==> src/rtl/ones_count_pkg.sv <==
// Shared definitions for the ones-count engine: FSM state encoding and a
// constant ceil(log2) helper used to size counters at elaboration.
package ones_count_pkg;

  typedef enum logic [1:0] {
    IDLE  = 2'd0,
    COUNT = 2'd1,
    DONE  = 2'd2
  } state_e;

  function automatic int unsigned clog2(input int unsigned v);
    int unsigned r;
    r = 0;
    while ((64'd1 << r) < 64'(v)) r = r + 1;
    return r;
  endfunction

endpackage

==> src/rtl/chunk_ones_counter.sv <==
// Combinational popcount of a W-bit chunk; result is clog2(W+1) bits wide.
module chunk_ones_counter
  import ones_count_pkg::*;
#(
  parameter int unsigned W = 8
) (
  input  logic [W-1:0]          din,
  output logic [clog2(W+1)-1:0] count
);

  localparam int unsigned CW = clog2(W + 1);

  always_comb begin
    count = '0;
    for (int unsigned i = 0; i < W; i++) begin
      count = count + CW'(din[i]);
    end
  end

endmodule

==> src/rtl/ones_count_engine.sv <==
// Multi-cycle ones/zeros counter: accepts a word in IDLE, consumes CHUNK_W bits
// per clock in COUNT, then presents count and parity in DONE until consumed.
module ones_count_engine
  import ones_count_pkg::*;
#(
  parameter int unsigned DATA_W  = 32,
  parameter int unsigned CHUNK_W = 8
) (
  input  logic                        clk,
  input  logic                        rst_n,
  input  logic                        in_valid,
  output logic                        in_ready,
  input  logic [DATA_W-1:0]           In,
  input  logic                        mode,
  output logic                        out_valid,
  input  logic                        out_ready,
  output logic [clog2(DATA_W+1)-1:0]  out,
  output logic                        parity
);

  localparam int unsigned CNT_W = clog2(DATA_W + 1);
  localparam int unsigned NCH   = DATA_W / CHUNK_W;
  localparam int unsigned CC_W  = clog2(NCH + 1);
  localparam int unsigned PC_W  = clog2(CHUNK_W + 1);

  if (CHUNK_W < 1 || CHUNK_W > DATA_W || (DATA_W % CHUNK_W) != 0) begin : g_param_check
    $fatal(1, "ones_count_engine: DATA_W (%0d) must be a nonzero multiple of CHUNK_W (%0d)",
           DATA_W, CHUNK_W);
  end

  state_e              state_q, state_d;
  logic [DATA_W-1:0]   shreg_q, shreg_d;
  logic                mode_q, mode_d;
  logic [CNT_W-1:0]    acc_q, acc_d;
  logic                par_acc_q, par_acc_d;
  logic [CC_W-1:0]     cnt_q, cnt_d;
  logic [CNT_W-1:0]    out_q, out_d;
  logic                parity_q, parity_d;

  logic [CHUNK_W-1:0]  chunk_raw;
  logic [CHUNK_W-1:0]  chunk_sel;
  logic [PC_W-1:0]     chunk_pc;
  logic [CNT_W-1:0]    acc_next;
  logic                par_next;
  logic                last_chunk;

  // Parity always follows the raw bits; only the count sees the mode inversion.
  always_comb begin
    chunk_raw  = shreg_q[CHUNK_W-1:0];
    chunk_sel  = mode_q ? ~chunk_raw : chunk_raw;
    acc_next   = acc_q + CNT_W'(chunk_pc);
    par_next   = par_acc_q ^ (^chunk_raw);
    last_chunk = (cnt_q == CC_W'(NCH - 1));
  end

  chunk_ones_counter #(
    .W (CHUNK_W)
  ) u_chunk (
    .din   (chunk_sel),
    .count (chunk_pc)
  );

  always_comb begin
    state_d   = state_q;
    shreg_d   = shreg_q;
    mode_d    = mode_q;
    acc_d     = acc_q;
    par_acc_d = par_acc_q;
    cnt_d     = cnt_q;
    out_d     = out_q;
    parity_d  = parity_q;
    in_ready  = 1'b0;
    out_valid = 1'b0;

    case (state_q)
      IDLE: begin
        in_ready = 1'b1;
        if (in_valid) begin
          shreg_d   = In;
          mode_d    = mode;
          acc_d     = '0;
          par_acc_d = 1'b0;
          cnt_d     = '0;
          state_d   = COUNT;
        end
      end
      COUNT: begin
        acc_d     = acc_next;
        par_acc_d = par_next;
        shreg_d   = shreg_q >> CHUNK_W;
        cnt_d     = cnt_q + CC_W'(1);
        // Result registers update only on the final chunk, so they keep the
        // previous result visible throughout IDLE and COUNT.
        if (last_chunk) begin
          out_d    = acc_next;
          parity_d = par_next;
          state_d  = DONE;
        end
      end
      DONE: begin
        out_valid = 1'b1;
        if (out_ready) state_d = IDLE;
      end
      default: state_d = IDLE;
    endcase

    out    = out_q;
    parity = parity_q;
  end

  always_ff @(posedge clk or negedge rst_n) begin
    if (!rst_n) begin
      state_q   <= IDLE;
      shreg_q   <= '0;
      mode_q    <= 1'b0;
      acc_q     <= '0;
      par_acc_q <= 1'b0;
      cnt_q     <= '0;
      out_q     <= '0;
      parity_q  <= 1'b0;
    end else begin
      state_q   <= state_d;
      shreg_q   <= shreg_d;
      mode_q    <= mode_d;
      acc_q     <= acc_d;
      par_acc_q <= par_acc_d;
      cnt_q     <= cnt_d;
      out_q     <= out_d;
      parity_q  <= parity_d;
    end
  end

endmodule
==> config.mk <==
export PLATFORM = sky130hd
export DESIGN_NAME = ones_count_engine
export DESIGN_NICKNAME = d
export VERILOG_FILES = /design/src/rtl/ones_count_pkg.sv /design/src/rtl/chunk_ones_counter.sv /design/src/rtl/ones_count_engine.sv
export SDC_FILE = /design/constraint.sdc
export NUM_CORES = 1
export LEC_CHECK = 0
export ABC_AREA = 1
export CORE_MARGIN = 1
export CORE_UTILIZATION = 55
export DETAILED_ROUTE_END_ITERATION = 16
export HOLD_SLACK_MARGIN = 0.02
export PLACE_DENSITY = 0.92
export SKIP_CTS_REPAIR_TIMING = 1
export SYNTH_ARGS = -nofsm -noshare
export SYNTH_HDL_FRONTEND = slang
export SYNTH_SLANG_ARGS = --single-unit
==> constraint.sdc <==
create_clock -name clk -period 11.32 [get_ports clk]
set_input_delay 3.396 -clock clk [delete_from_list [all_inputs] [get_ports clk]]
set_output_delay 3.396 -clock clk [all_outputs]
set_load 0.03 [all_outputs]
==> impl_metrics.yaml <==
status:
  status: "complete, but fails checks"
  failed_checks: "design-rule violations"
global_routing:
  grt_max_degree: 55
  grt_use_total_pct: 25.3
  antenna_found_initial: 0
  grt-ovfl-total: 0
  grt_pass1_wl_um: 10500
  grt_pass1_vias: 2320
clock_network:
  ctsRootBufferMaster: "clkbuf_8"
  cts_tree: "yes"
  insertion_delay_ns: 0.30
  clk_pin_slew_ns: 0.09
  cts_inserted_buffers: 5
  h-tree-depth: 2
  cts_sinks: 52
  clock_path_buffers: 2
synthesis:
  ys_ff_latch: 52
  avgSynthCellArea_um2: 9.30
  ys_seq_area_share_pct: 44.5
  syn_nets: 364
  syn_area_um2: 2920
  ys_types: 25
  syn_inst: 314
  ys_warn_count: 0
setup_path:
  endpoint_kind: "flip-flop"
  crit_type: "in -> reg"
  worstPathMaxFanout: 30
  arrival_ns: 5.49
  startpoint_type: "input port"
  required_ns: 11.55
  r2r_setup_slack_ns: 7.22
floorplanning:
  start_util_pct: 57.2
  rows: 26
  die_x_um: 74.9
  dieArea_um2: 5610
  ios: 46
  die_y_um: 74.9
  core_area_um2: 5110
timing:
  max_freq_ghz: 0.190
  hold_violations: 0
  finalSetupViolations: 0
  finalCritPeriodShare_pct: 46.5
  tightest_slew_ns: 0.733
  skew_ns: 0.00495
  rsz0062_at_grt: "false"
  relSlewSlack_pct: 51.1
  final.min_clock_period_ns: 5.26
  setup_tns_ns: 0
  drv_slew: 0
placed_design:
  routabilityCongestion: 0.846
  io_buffer_count: 45
  hpwl_um: 4510
layout:
  syn2layout_area_growth_pct: 20.3
  n_antenna_cell: 0
  drive_gt1_share_pct: 13.0
  nets: 403
drt:
  vias_per_cell: 5.54
  drc: 1
  dr.pass1.iters: 10
  vias: 2345
  postRouteAntennaNets: 0
  drt-total-wl_um: 6270
  wire_per_inst_um: 14.8
  drtIter0Drc: 147
job:
  maxCapViolCount: 0
min_path:
  min-delay-path-class: "reg -> reg"
## cells in the final DEF, fill, tap and decap left out
cell type / Yosys / layout
nor2_4: 3 / 3
o21ai_0: 12 / 12
inv_1: 50 / 50
o22ai_1: 3 / 3
buf_4: 0 / 2
a22o_1: 1 / 1
nand2_1: 63 / 63
dfrtp_1: 52 / 52
a21oi_1: 3 / 3
o21ai_1: 6 / 6
clkbuf_8: 0 / 5
mux2_2: 1 / 1
clkdlybuf4s50_1: 0 / 44
o31ai_1: 1 / 1
nand3_1: 19 / 19
fa_1: 5 / 5
xnor2_1: 6 / 6
nand2_2: 2 / 2
buf_2: 5 / 1
xor2_1: 4 / 4
a221oi_2: 24 / 24
or2_2: 2 / 2
bufinv_16: 0 / 2
inv_2: 4 / 4
nor3_1: 24 / 24
nor2_1: 6 / 6
ha_1: 8 / 8
## sequential cells by signal (all words and copies together), names as in the netlist
signal,cells
shreg_q,32
acc_q,6
out,6
cnt_q,3
state_q,2
mode_q,1
par_acc_q,1
parity,1
## worst max-delay path, cell delays in order
cell and delay, ns:
clkdlybuf4s50_1 0.55, nand2_2 0.47, nand2_2 0.26, inv_2 0.60, nand2_1 0.10, o21ai_1 0.11
## worst paths after layout
kind | from | to | cells past startpoint
worst max-delay path | in_valid | acc_q[2] | 6
worst min-delay path | out[5] | out[5] | 2
worst max register to register | mode_q | acc_q[5] | 15
worst min register to register | out[5] | out[5] | 2
max in group asynchronous | rst_n | shreg_q[2] | 2
min in group asynchronous | rst_n | out[1] | 2
## cells in the mapped netlist
master	number	share of area [%]
dfrtp_1	52	45
o21ai_1	6	1.0
xnor2_1	6	1.8
fa_1	5	3.4
clkbuf_1	7	0.90
buf_2	5	0.86
nor2_4	3	1.2
a221oi_2	24	12
nand2_1	63	8.1
mux2_2	1	0.39
nand3_1	19	3.3
a21oi_1	3	0.51
nor3_1	24	4.1
a22o_1	1	0.30
xor2_1	4	1.2
inv_1	50	6.4
inv_2	4	0.51
or2_2	2	0.43
o31ai_1	1	0.26
o22ai_1	3	0.64
nand2_2	2	0.43
o21ai_0	12	2.1
ha_1	8	3.4
nor2_1	6	0.77
buf_6	3	1.2
## layer usage
layer | vias up | track usage (%) | share of wire [%]
li1 | 1120 | - | -
met1 | 1126 | 32.3 | 42
met4 | 0 | 10.5 | 3.0
met3 | 20 | 4.42 | 4.3
met5 | - | 0 | 0
met2 | 79 | 42.7 | 51
## cell families after synthesis
kind of cell	Yosys count	synth area share (%)
buffers and inverters	69	9.85
muxes	1	0.385
AOI/OAI and AO/OA	50	17.1
DFF	52	44.5
adders and majority gates	13	6.85
and+or+nand+nor	119	18.2
xor gates and xnor gates	10	3.00
## cell type report
type	count	area [um2]
Tap cell	70	87.6
Clock buffer	5	68.8
Clock inverter	2	60.1
Multi-Input combinational cell	193	1330
Fill cell	381	1590
Timing Repair Buffer	47	460
Inverter	54	203
Sequential cell	52	1300
## stage by stage
stage               hold slack, ns  utilization [%]  worst slack, ns  cells  instance area, um2
CTS                          0.487             68.8             6.09    423                3510
global placement             0.463             66.3             5.83    416                3380
detailed placement           0.464             66.3             5.77    416                3380
finish                       0.485             68.8             6.06    423                3510
floorplan                    0.450                -             6.92    314                2920
global route                 0.509             68.8             5.83    423                3510
Power is not shown: default switching activity piles up to over one toggle a cycle in this logic, so the estimate is an artifact.
